<file path="config.mk">
export PLATFORM = sky130hd
export DESIGN_NAME = jtag_tap_ctrl
export DESIGN_NICKNAME = d
export VERILOG_FILES = /design/src/rtl/jtag_pkg.sv /design/src/rtl/jtag_sync_edge.sv /design/src/rtl/jtag_tap_ctrl.sv
export SDC_FILE = /design/constraint.sdc
export NUM_CORES = 1
export LEC_CHECK = 0
export CAP_MARGIN = 20
export CORE_ASPECT_RATIO = 0.9
export CORE_UTILIZATION = 56
export CTS_BUF_LIST = sky130_fd_sc_hd__clkbuf_16
export CTS_CLUSTER_SIZE = 14
export DETAILED_ROUTE_END_ITERATION = 16
export PLACE_DENSITY = 0.84
export SYNTH_ARGS = -nofsm -noshare
export SYNTH_HDL_FRONTEND = slang
export SYNTH_HIERARCHICAL = 1
export SYNTH_SLANG_ARGS = --single-unit
</file>
<file path="constraint.sdc">
create_clock -name sys_clk -period 2.2 [get_ports sys_clk]
set_input_delay 0.33 -clock sys_clk [delete_from_list [all_inputs] [get_ports sys_clk]]
set_output_delay 0.33 -clock sys_clk [all_outputs]
set_load 0.02 [all_outputs]
</file>
<file path="src/rtl/jtag_pkg.sv">
// Shared TAP definitions: state codes, DR select and the IEEE 1149.1 TMS transition graph.
package jtag_pkg;

    localparam int unsigned TAP_STATE_W = 4;
    localparam int unsigned IDCODE_W    = 32;

    typedef enum logic [TAP_STATE_W-1:0] {
        TAP_EX2DR   = 4'h0,
        TAP_EX1DR   = 4'h1,
        TAP_SHDR    = 4'h2,
        TAP_PAUSEDR = 4'h3,
        TAP_SELIR   = 4'h4,
        TAP_UPDDR   = 4'h5,
        TAP_CAPDR   = 4'h6,
        TAP_SELDR   = 4'h7,
        TAP_EX2IR   = 4'h8,
        TAP_EX1IR   = 4'h9,
        TAP_SHIR    = 4'hA,
        TAP_PAUSEIR = 4'hB,
        TAP_RTI     = 4'hC,
        TAP_UPDIR   = 4'hD,
        TAP_CAPIR   = 4'hE,
        TAP_TLR     = 4'hF
    } tap_state_t;

    typedef enum logic [1:0] {
        DR_BYPASS = 2'd0,
        DR_IDCODE = 2'd1,
        DR_USER   = 2'd2
    } dr_sel_t;

    function automatic tap_state_t next_tap_state(input tap_state_t state, input logic tms);
        tap_state_t nxt;
        case (state)
            TAP_TLR:     nxt = tms ? TAP_TLR   : TAP_RTI;
            TAP_RTI:     nxt = tms ? TAP_SELDR : TAP_RTI;
            TAP_SELDR:   nxt = tms ? TAP_SELIR : TAP_CAPDR;
            TAP_CAPDR:   nxt = tms ? TAP_EX1DR : TAP_SHDR;
            TAP_SHDR:    nxt = tms ? TAP_EX1DR : TAP_SHDR;
            TAP_EX1DR:   nxt = tms ? TAP_UPDDR : TAP_PAUSEDR;
            TAP_PAUSEDR: nxt = tms ? TAP_EX2DR : TAP_PAUSEDR;
            TAP_EX2DR:   nxt = tms ? TAP_UPDDR : TAP_SHDR;
            TAP_UPDDR:   nxt = tms ? TAP_SELDR : TAP_RTI;
            TAP_SELIR:   nxt = tms ? TAP_TLR   : TAP_CAPIR;
            TAP_CAPIR:   nxt = tms ? TAP_EX1IR : TAP_SHIR;
            TAP_SHIR:    nxt = tms ? TAP_EX1IR : TAP_SHIR;
            TAP_EX1IR:   nxt = tms ? TAP_UPDIR : TAP_PAUSEIR;
            TAP_PAUSEIR: nxt = tms ? TAP_EX2IR : TAP_PAUSEIR;
            TAP_EX2IR:   nxt = tms ? TAP_UPDIR : TAP_SHIR;
            TAP_UPDIR:   nxt = tms ? TAP_SELDR : TAP_RTI;
            default:     nxt = TAP_TLR;
        endcase
        return nxt;
    endfunction

endpackage

</file>
<file path="src/rtl/jtag_sync_edge.sv">
// Brings TCK/TMS/TDI into the sys_clk domain and flags TCK edges.
module jtag_sync_edge
    import jtag_pkg::*;
#(
    parameter int unsigned SYNC_STAGES = 2
) (
    input  logic sys_clk,
    input  logic sys_rst,
    input  logic jtag_tck,
    input  logic jtag_tms,
    input  logic jtag_tdi,
    output logic tck_rise,
    output logic tck_fall,
    output logic tms_s,
    output logic tdi_s
);

    logic [SYNC_STAGES-1:0] tck_sync_q;
    logic [SYNC_STAGES-1:0] tms_sync_q;
    logic [SYNC_STAGES-1:0] tdi_sync_q;
    logic                   tck_prev_q;

    // TMS/TDI use the same depth as TCK so they line up with the detected edge
    always_ff @(posedge sys_clk) begin
        if (sys_rst) begin
            tck_sync_q <= '0;
            tms_sync_q <= '0;
            tdi_sync_q <= '0;
            tck_prev_q <= 1'b0;
        end else begin
            tck_sync_q <= {tck_sync_q[SYNC_STAGES-2:0], jtag_tck};
            tms_sync_q <= {tms_sync_q[SYNC_STAGES-2:0], jtag_tms};
            tdi_sync_q <= {tdi_sync_q[SYNC_STAGES-2:0], jtag_tdi};
            tck_prev_q <= tck_sync_q[SYNC_STAGES-1];
        end
    end

    assign tck_rise = tck_sync_q[SYNC_STAGES-1] & ~tck_prev_q;
    assign tck_fall = ~tck_sync_q[SYNC_STAGES-1] & tck_prev_q;
    assign tms_s    = tms_sync_q[SYNC_STAGES-1];
    assign tdi_s    = tdi_sync_q[SYNC_STAGES-1];

endmodule

</file>
<file path="src/rtl/jtag_tap_ctrl.sv">
// IEEE 1149.1 TAP controller in the sys_clk domain: TAP FSM, IR, BYPASS/IDCODE/USER DRs and TDO.
module jtag_tap_ctrl
    import jtag_pkg::*;
#(
    parameter int unsigned           IR_W         = 4,
    parameter int unsigned           USER_W       = 8,
    parameter logic [IDCODE_W-1:0]   IDCODE_VAL   = 32'h1AB5_C0DF,
    parameter logic [IR_W-1:0]       INSTR_IDCODE = IR_W'(4'b0001),
    parameter logic [IR_W-1:0]       INSTR_USER   = IR_W'(4'b0010),
    parameter int unsigned           SYNC_STAGES  = 2
) (
    input  logic              sys_clk,
    input  logic              sys_rst,
    input  logic              jtag_tck,
    input  logic              jtag_tms,
    input  logic              jtag_tdi,
    output logic              jtag_tdo,
    output logic              tdo_oe,
    output logic [3:0]        tap_state,
    output logic              state_change,
    output logic [IR_W-1:0]   ir_value,
    input  logic [USER_W-1:0] user_dr_in,
    output logic [USER_W-1:0] user_dr_out,
    output logic              user_update
);

    logic tck_rise, tck_fall, tms_s, tdi_s;

    jtag_sync_edge #(
        .SYNC_STAGES (SYNC_STAGES)
    ) u_sync (
        .sys_clk  (sys_clk),
        .sys_rst  (sys_rst),
        .jtag_tck (jtag_tck),
        .jtag_tms (jtag_tms),
        .jtag_tdi (jtag_tdi),
        .tck_rise (tck_rise),
        .tck_fall (tck_fall),
        .tms_s    (tms_s),
        .tdi_s    (tdi_s)
    );

    tap_state_t            state_q, state_d, state_prev_q, state_prev_d;
    logic [IR_W-1:0]       ir_shift_q, ir_shift_d, ir_value_q, ir_value_d;
    logic                  bypass_q, bypass_d;
    logic [IDCODE_W-1:0]   idcode_q, idcode_d;
    logic [USER_W-1:0]     user_shift_q, user_shift_d, user_out_q, user_out_d;
    logic                  tdo_q, tdo_d, tdo_oe_q, tdo_oe_d;
    logic                  state_change_q, state_change_d, user_update_q, user_update_d;
    dr_sel_t               dr_sel;
    logic                  dr_lsb;

    // All-ones is BYPASS even if it collides with a configured opcode
    always_comb begin
        if (ir_value_q == '1)                dr_sel = DR_BYPASS;
        else if (ir_value_q == INSTR_IDCODE) dr_sel = DR_IDCODE;
        else if (ir_value_q == INSTR_USER)   dr_sel = DR_USER;
        else                                 dr_sel = DR_BYPASS;
    end

    always_comb begin
        case (dr_sel)
            DR_IDCODE: dr_lsb = idcode_q[0];
            DR_USER:   dr_lsb = user_shift_q[0];
            default:   dr_lsb = bypass_q;
        endcase
    end

    always_comb begin
        state_d        = state_q;
        state_prev_d   = state_q;
        ir_shift_d     = ir_shift_q;
        ir_value_d     = ir_value_q;
        bypass_d       = bypass_q;
        idcode_d       = idcode_q;
        user_shift_d   = user_shift_q;
        user_out_d     = user_out_q;
        tdo_d          = tdo_q;
        tdo_oe_d       = tdo_oe_q;
        state_change_d = (state_q != state_prev_q);
        user_update_d  = 1'b0;

        if (tck_rise) begin
            state_d = next_tap_state(state_q, tms_s);
            case (state_q)
                TAP_CAPIR: ir_shift_d = IR_W'(2'b01);
                TAP_SHIR:  ir_shift_d = {tdi_s, ir_shift_q[IR_W-1:1]};
                TAP_CAPDR: begin
                    case (dr_sel)
                        DR_IDCODE: idcode_d     = IDCODE_VAL;
                        DR_USER:   user_shift_d = user_dr_in;
                        default:   bypass_d     = 1'b0;
                    endcase
                end
                TAP_SHDR: begin
                    case (dr_sel)
                        DR_IDCODE: idcode_d     = {tdi_s, idcode_q[IDCODE_W-1:1]};
                        DR_USER:   user_shift_d = (user_shift_q >> 1)
                                                | (USER_W'(tdi_s) << (USER_W-1));
                        default:   bypass_d     = tdi_s;
                    endcase
                end
                default: ;
            endcase
            if (state_d == TAP_TLR) ir_value_d = INSTR_IDCODE;
        end else if (tck_fall) begin
            tdo_d    = 1'b0;
            tdo_oe_d = 1'b0;
            case (state_q)
                TAP_SHIR: begin
                    tdo_d    = ir_shift_q[0];
                    tdo_oe_d = 1'b1;
                end
                TAP_SHDR: begin
                    tdo_d    = dr_lsb;
                    tdo_oe_d = 1'b1;
                end
                TAP_UPDIR: ir_value_d = ir_shift_q;
                TAP_UPDDR: begin
                    if (dr_sel == DR_USER) begin
                        user_out_d    = user_shift_q;
                        user_update_d = 1'b1;
                    end
                end
                default: ;
            endcase
        end
    end

    always_ff @(posedge sys_clk) begin
        if (sys_rst) begin
            state_q        <= TAP_TLR;
            state_prev_q   <= TAP_TLR;
            ir_shift_q     <= '0;
            ir_value_q     <= INSTR_IDCODE;
            bypass_q       <= 1'b0;
            idcode_q       <= '0;
            user_shift_q   <= '0;
            user_out_q     <= '0;
            tdo_q          <= 1'b0;
            tdo_oe_q       <= 1'b0;
            state_change_q <= 1'b0;
            user_update_q  <= 1'b0;
        end else begin
            state_q        <= state_d;
            state_prev_q   <= state_prev_d;
            ir_shift_q     <= ir_shift_d;
            ir_value_q     <= ir_value_d;
            bypass_q       <= bypass_d;
            idcode_q       <= idcode_d;
            user_shift_q   <= user_shift_d;
            user_out_q     <= user_out_d;
            tdo_q          <= tdo_d;
            tdo_oe_q       <= tdo_oe_d;
            state_change_q <= state_change_d;
            user_update_q  <= user_update_d;
        end
    end

    assign tap_state    = state_q;
    assign ir_value     = ir_value_q;
    assign user_dr_out  = user_out_q;
    assign jtag_tdo     = tdo_q;
    assign tdo_oe       = tdo_oe_q;
    assign state_change = state_change_q;
    assign user_update  = user_update_q;

endmodule

</file>
Word-level counts from Yosys, hierarchy flattened:

Index checks and enable logic that the tools add are counted.

* bits in registers: 76
* input bits: 13
* logic and storage cells: 106

* eq/ne operators: 29
* multiplexer cells: 35
* bitwise operators: 8
* reductions and logical operators: 18

Operators by type and width (number)
* $mux W32: 2
* $pmux W32 S2: 1
* $pmux W4 S12: 1
* $eq A4 B4 Y1 const B: 10
* $mux W4: 6
* $mux W2: 9
* $eq A4 B3 Y1 const B: 4
* $mux W8: 2
* $pmux W8 S2: 1
* $reduce_and A4 Y1: 4
* $eq A4 B2 Y1 const B: 3
* $mux W3: 4
* $ne A2 B2 Y1 const B: 5
* $eq A4 B1 Y1 const B: 2
* $or A7 B8 Y8: 1
* $pmux W4 S2: 1
* $reduce_bool A2 Y1: 4
* $reduce_or A2 Y1: 4
* $pmux W1 S2: 3
* $mux W1: 5
* $not A1 Y1: 5
* $logic_not A4 Y1: 1
* $ne A2 B1 Y1 const B: 2
* $ne A4 B4 Y1: 1
* 7 further kinds: 9

Longest topological paths before layout:

Gate-level depths: netlist (run 1).

* depth in word-level cells: 8
* depth in mapped cells: 7
* mapped depth without buffers: 5

Modules after synthesis:

The synthesis (run 1) kept the hierarchy.

Modules (own cells, without submodules)
* jtag_tap_ctrl: instances 1, cells each 345, area an instance 2941.6 sq um
* jtag_sync_edge: instances 1, cells each 16, area an instance 196.4 sq um

Worst setup path before layout (run 1):

OpenSTA, ideal clock, no wires.

* path kind: register -> register
* start point: register state_q[2] (netlist: tap_state[2])
* end point: register user_out_q[0] (netlist: user_dr_out[0])
* setup time: 128 ps
* data arrival time: 1503 ps
* data required time: 2072 ps
* path slack: 570 ps
* stages on the path, launching flop included: 6
* cell sequence: dfxtp_1 > buf_4 > nor2b_1 > nand4_2 > mux2i_1 > nor2_1

* longest elaborated chain between the ends: 2

Ends and longest elaborated chain
* start: declaration: RTL line jtag_tap_ctrl.sv:43 `tap_state_t state_q, state_d, state_prev_q, state_prev_d;`
* start signal: assignment: RTL line jtag_tap_ctrl.sv:145 `state_q <= state_d;`
* $eq A4 B3 Y1: RTL line jtag_tap_ctrl.sv:109 `case (state_q)`
* $reduce_and A4 Y1 (no line)
* end signal: assignment: RTL line jtag_tap_ctrl.sv:152 `user_out_q <= user_out_d;`
* end: declaration: RTL line jtag_tap_ctrl.sv:47 `logic [USER_W-1:0] user_shift_q, user_shift_d, user_out_q, user_out_d;`

No other way between the ends.
A chain may end at the register's enable or synchronous reset.

Worst setup path after layout (run 1):

* start point: register state_q[2] (netlist: tap_state[2])
* end point: output port tap_state[2]

RTL lines
* end: declaration: RTL line jtag_tap_ctrl.sv:19 `output logic [3:0] tap_state,`

No word-level cell between the ends.

==> results.json, run 1 <==
{
  "end_kind": "primary output",
  "drt-total-wl_um": 6450,
  "power_leakage_nw": 1.36,
  "grt_overflow_total": 0,
  "start_kind": "register",
  "routedWlPerCell_um": 14.1,
  "grt_setup_unrepaired": "no",
  "cts-buffers-inserted": 9,
  "cap_violations": 0,
  "cts_tree": "yes",
  "grt_antenna_before_repair": 0,
  "areaGrowthSynthToFinish_pct": 20.5,
  "cts_resized": 0,
  "die_h_um": 73.0,
  "numPortBuffers": 32,
  "syn_nets": 374,
  "synth_xor_xnor_area_share_pct": 1.40,
  "synth_fa_ha_area_share_pct": 0,
  "layout_common_cells": "dfxtp_1 (76), nand2_1 (42), nor2_1 (41)",
  "worst_slew_pin_slew_ns": 0.658,
  "synth_flop_cell": "dfxtp_1",
  "clk_pin_slew_worst_paths_ns": 0.05,
  "met1Wirelength_um": 3070,
  "syn_area_um2": 3140,
  "cts_hold_buf": 0,
  "min_period_over_period_pct": 96.8,
  "critPathBufInv": 1,
  "n_fill_cell": 414,
  "skew_ns": 0.00469,
  "place_area_um2": 3470,
  "synth_compound_area_share_pct": 11.4,
  "gp_congestion": 0.835,
  "hp-class": "input port to register",
  "worstPathMaxFanout": 19,
  "fin_area_um2": 3780,
  "critPathMaxStageDelay_ns": 0.74,
  "start_util_pct": 59.0,
  "htree_levels": 3,
  "met3WireLength_um": 386,
  "min_period_ns": 2.13,
  "vias_per_cell": 5.73,
  "vias": 2619,
  "fin_setup_tns_ns": 0,
  "core-area_um2": 5320,
  "die_w_um": 80.9,
  "slowest_stage": "dfxtp_1",
  "cp.arrival_ns": 1.80,
  "crit_path_cell_trace": "clkdlybuf4s50_1",
  "grt_use_total_pct": 23.4,
  "io_pins": 33,
  "dieArea_um2": 5910,
  "grt_max_degree": 61,
  "final_common_cell": "dfxtp_1",
  "synth_area_leader_cell": "dfxtp_1",
  "clock-sinks": 76,
  "dp_hpwl_um": 3920,
  "num_antenna_cells": 0,
  "layout_setup_ws_ns": 0.0700,
  "criticalPathCategory": "register to primary output",
  "ir_drop_v": 0.000562,
  "synth_edf_count": 0,
  "seq_area_frac_synth_pct": 48.5,
  "synth_cells": 361,
  "path_delay_family": "flip-flops",
  "ant_nets": 0,
  "outcome": "complete, no violations",
  "place_ws_ns": 0.172,
  "yosys.area_share.simple_pct": 29.8,
  "drive_above_1_share_pct": 11.0,
  "ys_warn_count": 6,
  "slew_headroom_pct": 56.0,
  "cp.required_ns": 1.87,
  "wl_met2_um": 2840,
  "async_flop_share_pct": 0,
  "root_buffer": "clkbuf_16",
  "rows": 25,
  "final-setup-viol-count": 0,
  "drc": 0,
  "hold_violations": 0,
  "slew_violations": 0,
  "grt_pass1_wl_um": 10400,
  "first_pass_iters": 5,
  "yosysUniqueCellTypes": 49,
  "yosys_register_bits": 76,
  "top_layer": "met4",
  "yosys-top-cells-area": "dfxtp_1 (48%), nor3_1 (5.9%), nand2_1 (5.0%), nor2_1 (4.9%), a21oi_1 (3.8%)",
  "synth_top_family_by_area": "simple AND/OR/NAND/NOR gates",
  "drtIter0Drc": 254,
  "power_density_nw_per_um2": 777,
  "clkLatencyLatePin_ns": 0.33,
  "fmax_ghz": 0.469,
  "syn_avg_cell_area_um2": 8.69,
  "synth_top_area_share_pct": 48.5,
  "grt_pass1_vias": 2297,
  "clk_path_buf_depth": 2,
  "post_cts.repair.setup_buffers": 0,
  "muxShareOfSynthArea_pct": 3.19,
  "final_nets": 400
}
-- synthesized netlist by cell type, drive strengths merged (2+ instances only) --
cell type	count
dfxtp	76
nor3	38
mux2i	10
nand2	42
a31oi	2
inv	4
a311oi	10
nand3b	8
or2	5
nor2	43
clkbuf	18
a21oi	24
buf	12
a21boi	2
nand4	7
nor2b	11
xnor2	4
o21ai	5
and2	2
nand3	17
-- logic make-up (layout without fill, tap and decap cells) --
logic type | count (synthesis) | after routing
and+or+nand+nor | 183 | 183
DFF | 76 | 76
AOI/OAI and AO/OA | 53 | 53
buffers and inverters | 34 | 63
muxes | 10 | 10
xor gates and xnor gates | 5 | 5
-- final cells by class --
| class | count | area (um2) | area share (%) |
|---|---|---|---|
| flip-flops and latches | 76 | 1520 | 40.2 |
| inverters | 4 | 15.0 | 0.397 |
| clock inverters | 5 | 55.1 | 1.46 |
| clock buffers | 9 | 225 | 5.95 |
| multi-input cells | 251 | 1440 | 38.0 |
| well taps | 67 | 83.8 | 2.22 |
| repair buffers | 45 | 445 | 11.8 |
-- per-stage QoR --
step / instances / total power [mW] / hold WS (ns) / util, %
floorplan: 361 / 1.53 / 0.402 / -
global placement: 442 / 1.58 / 0.419 / 65.3
detailed placement: 442 / 1.58 / 0.422 / 65.3
CTS: 456 / 2.96 / 0.372 / 70.6
global route: 457 / 3.04 / 0.404 / 71.1
finish: 457 / 2.94 / 0.373 / 71.1
-- state kept, by name, summed over array words and instances, names as in the netlist, 4 cells and up --
register and count:
ir_shift_q 4, ir_value 4, state_prev_q 4, idcode_q 32, tap_state 4, user_dr_out 8
user_shift_q 8
-- power breakdown --
group	leakage (nW)	switching [mW]	internal, mW
combinational	0.610	0.0756	0.0696
sequential	0.615	0.0191	1.39
clock	0.133	0.521	0.859
total	1.36	0.616	2.32
-- metal layers --
metal,track usage [%],vias up
li1,-,1314
met1,30.4,1201
met2,34.9,91
met3,8.25,13
met4,10.3,0
met5,0,-
-- path summary, 6_finish.rpt --
| path | start | endpoint | slack (ns) | cells past startpoint |
|---|---|---|---|---|
| min reg2reg | u_sync/tdi_sync_q[0] | u_sync/tdi_sync_q[1] | 0.43 | 1 |
| max | tap_state[2] | tap_state[2] | 0.07 | 1 |
| min | sys_rst | tdo_oe | 0.37 | 2 |
| max reg2reg | u_sync/tck_sync_q[1] | user_shift_q[1] | 0.27 | 6 |
Power figures use the tool's default switching activity.
==> run 2, diff against run 1 <==
CORE_ASPECT_RATIO = not set   (was 0.9)
==> run 2 against run 1 <==
Cell count is 0.88% higher. Clock power about the same. Core utilization up 0.73 points. Wire length decreased by 0.29%. Design area fell by 0.50%. Maximum frequency rose by 3.8%. Setup slack better by 0.078 ns. Sequential cell count unchanged. Count of clock-buffer cells in the layout did not move. Die area about the same. Sequential power about the same.
==> results.json, run 2 (synthesis gave the netlist of run 1 again) <==
{
  "outcome": "complete, no violations",
  "areaGrowthSynthToFinish_pct": 19.9,
  "vias_per_cell": 5.68,
  "multi_input_comb_area_um2": 1440,
  "clk_path_buf_depth": 2,
  "place_inst": 445,
  "dieArea_um2": 5910,
  "power_density_nw_per_um2": 779,
  "numPortBuffers": 32,
  "hp-class": "register to register",
  "crit_path_cell_trace": "clkdlybuf4s50_1",
  "fin_area_um2": 3760,
  "die_h_um": 76.9,
  "min_period_ns": 2.05,
  "slew_violations": 0,
  "ir_drop_v": 0.000709,
  "final_common_cell": "dfxtp_1",
  "grt_overflow_total": 0,
  "cap_violations": 0,
  "core-area_um2": 5240,
  "seq_area_um2": 1520,
  "worst_slew_pin_slew_ns": 0.572,
  "cp.required_ns": 1.87,
  "grt_max_degree": 50,
  "clock-sinks": 76,
  "hold_slack_ns": 0.448,
  "cts-buffers-inserted": 9,
  "fin_setup_tns_ns": 0,
  "critPathMaxStageDelay_ns": 0.71,
  "largest_register": "idcode_q",
  "cts_hold_buf": 0,
  "cp.arrival_ns": 1.72,
  "fmax_ghz": 0.487,
  "die_w_um": 76.9,
  "place_area_um2": 3480,
  "cts_tree": "yes",
  "grt_antenna_before_repair": 0,
  "num_antenna_cells": 0,
  "power_leakage_nw": 1.35,
  "path_delay_family": "buffers and inverters",
  "htree_levels": 3,
  "clkLatencyLatePin_ns": 0.33,
  "drive_above_1_share_pct": 11.5,
  "criticalPathCategory": "register to primary output",
  "rows": 26,
  "min_period_over_period_pct": 93.3,
  "stdcell_count": 461,
  "critPathBufInv": 1,
  "slew_headroom_pct": 61.9,
  "drt-total-wl_um": 6430,
  "layout_common_cells": "dfxtp_1 (76), nand2_1 (42), nor2_1 (41)",
  "grt_setup_unrepaired": "no",
  "vias": 2620,
  "skew_ns": 0.00867,
  "first_pass_iters": 5,
  "drtIter0Drc": 224,
  "final_nets": 399,
  "root_buffer": "clkbuf_16",
  "grt_pass1_wl_um": 10700,
  "routedWlPerCell_um": 14.0,
  "grt_pass1_vias": 2347,
  "largest_register_ffs": 32,
  "r2r_slack_ns": 0.37,
  "grt_use_total_pct": 23.1,
  "start_util_pct": 59.9,
  "start_kind": "register",
  "slowest_stage": "clkdlybuf4s50_1",
  "dp_hpwl_um": 4100,
  "ant_nets": 0,
  "worstPathMaxFanout": 15,
  "final-setup-viol-count": 0,
  "clk_pin_slew_worst_paths_ns": 0.06,
  "end_kind": "primary output",
  "hold_violations": 0,
  "n_fill_cell": 407,
  "gp_congestion": 0.877,
  "drc": 0,
  "finalPower_mw": 2.93,
  "io_pins": 33
}
==> run 2: cell types whose count changed in the layout (fill, tap and decap cells not counted), sizes merged <==
cell    before  now
inv          4    7
buf         14   13
bufinv       1    0
==> run 2: metal layers <==
metal  vias to the layer above  track usage (%)  share of wire [%]
li1                       1313                -                  -
met2                        57             38.1                 49
met1                      1242             29.1                 47
met4                         0             9.81                1.4
met5                         -                0                  0
met3                         8             5.00                3.0
==> run 2: path summary, 6_finish.rpt <==
kind	start	to	cells after the start
setup / recovery	tap_state[2]	tap_state[2]	1
hold / removal	u_sync/tck_sync_q[0]	u_sync/tck_sync_q[1]	1
setup reg to reg	u_sync/tck_sync_q[1]	idcode_q[22]	5
hold reg to reg	u_sync/tck_sync_q[0]	u_sync/tck_sync_q[1]	1
==> run 2: through the flow <==
| step | utilization, % | setup WS [ns] |
|---|---|---|
| detailed placement | 66.4 | 0.0911 |
| finish | 71.9 | 0.148 |
| floorplan | - | 0.570 |
| global route | 71.9 | 0.0605 |
| CTS | 71.8 | 0.0275 |
| global placement | 66.4 | 0.220 |
==> run 2: layout make-up <==
class	count	share of cell area, %
multi-input combinational	251	38.2
timing repair buffer	44	11.1
sequential	76	40.4
tap	70	2.33
clock inverter	7	1.56
clock buffer	9	5.98
inverter	4	0.399
==> run 2: report_power, final <==
group,total (mW),internal [mW],switching [mW],leakage (nW)
logic,0.150,0.0722,0.0776,0.599
clock network,1.37,0.778,0.592,0.133
registers,1.41,1.39,0.0178,0.615
total,2.93,2.24,0.687,1.35
==> run 2: what timing repair did <==
action / CTS / global route
endpoints found under the setup margin: 0 / 18
buffers inserted: 0 / 0
gates resized for setup: 0 / 1
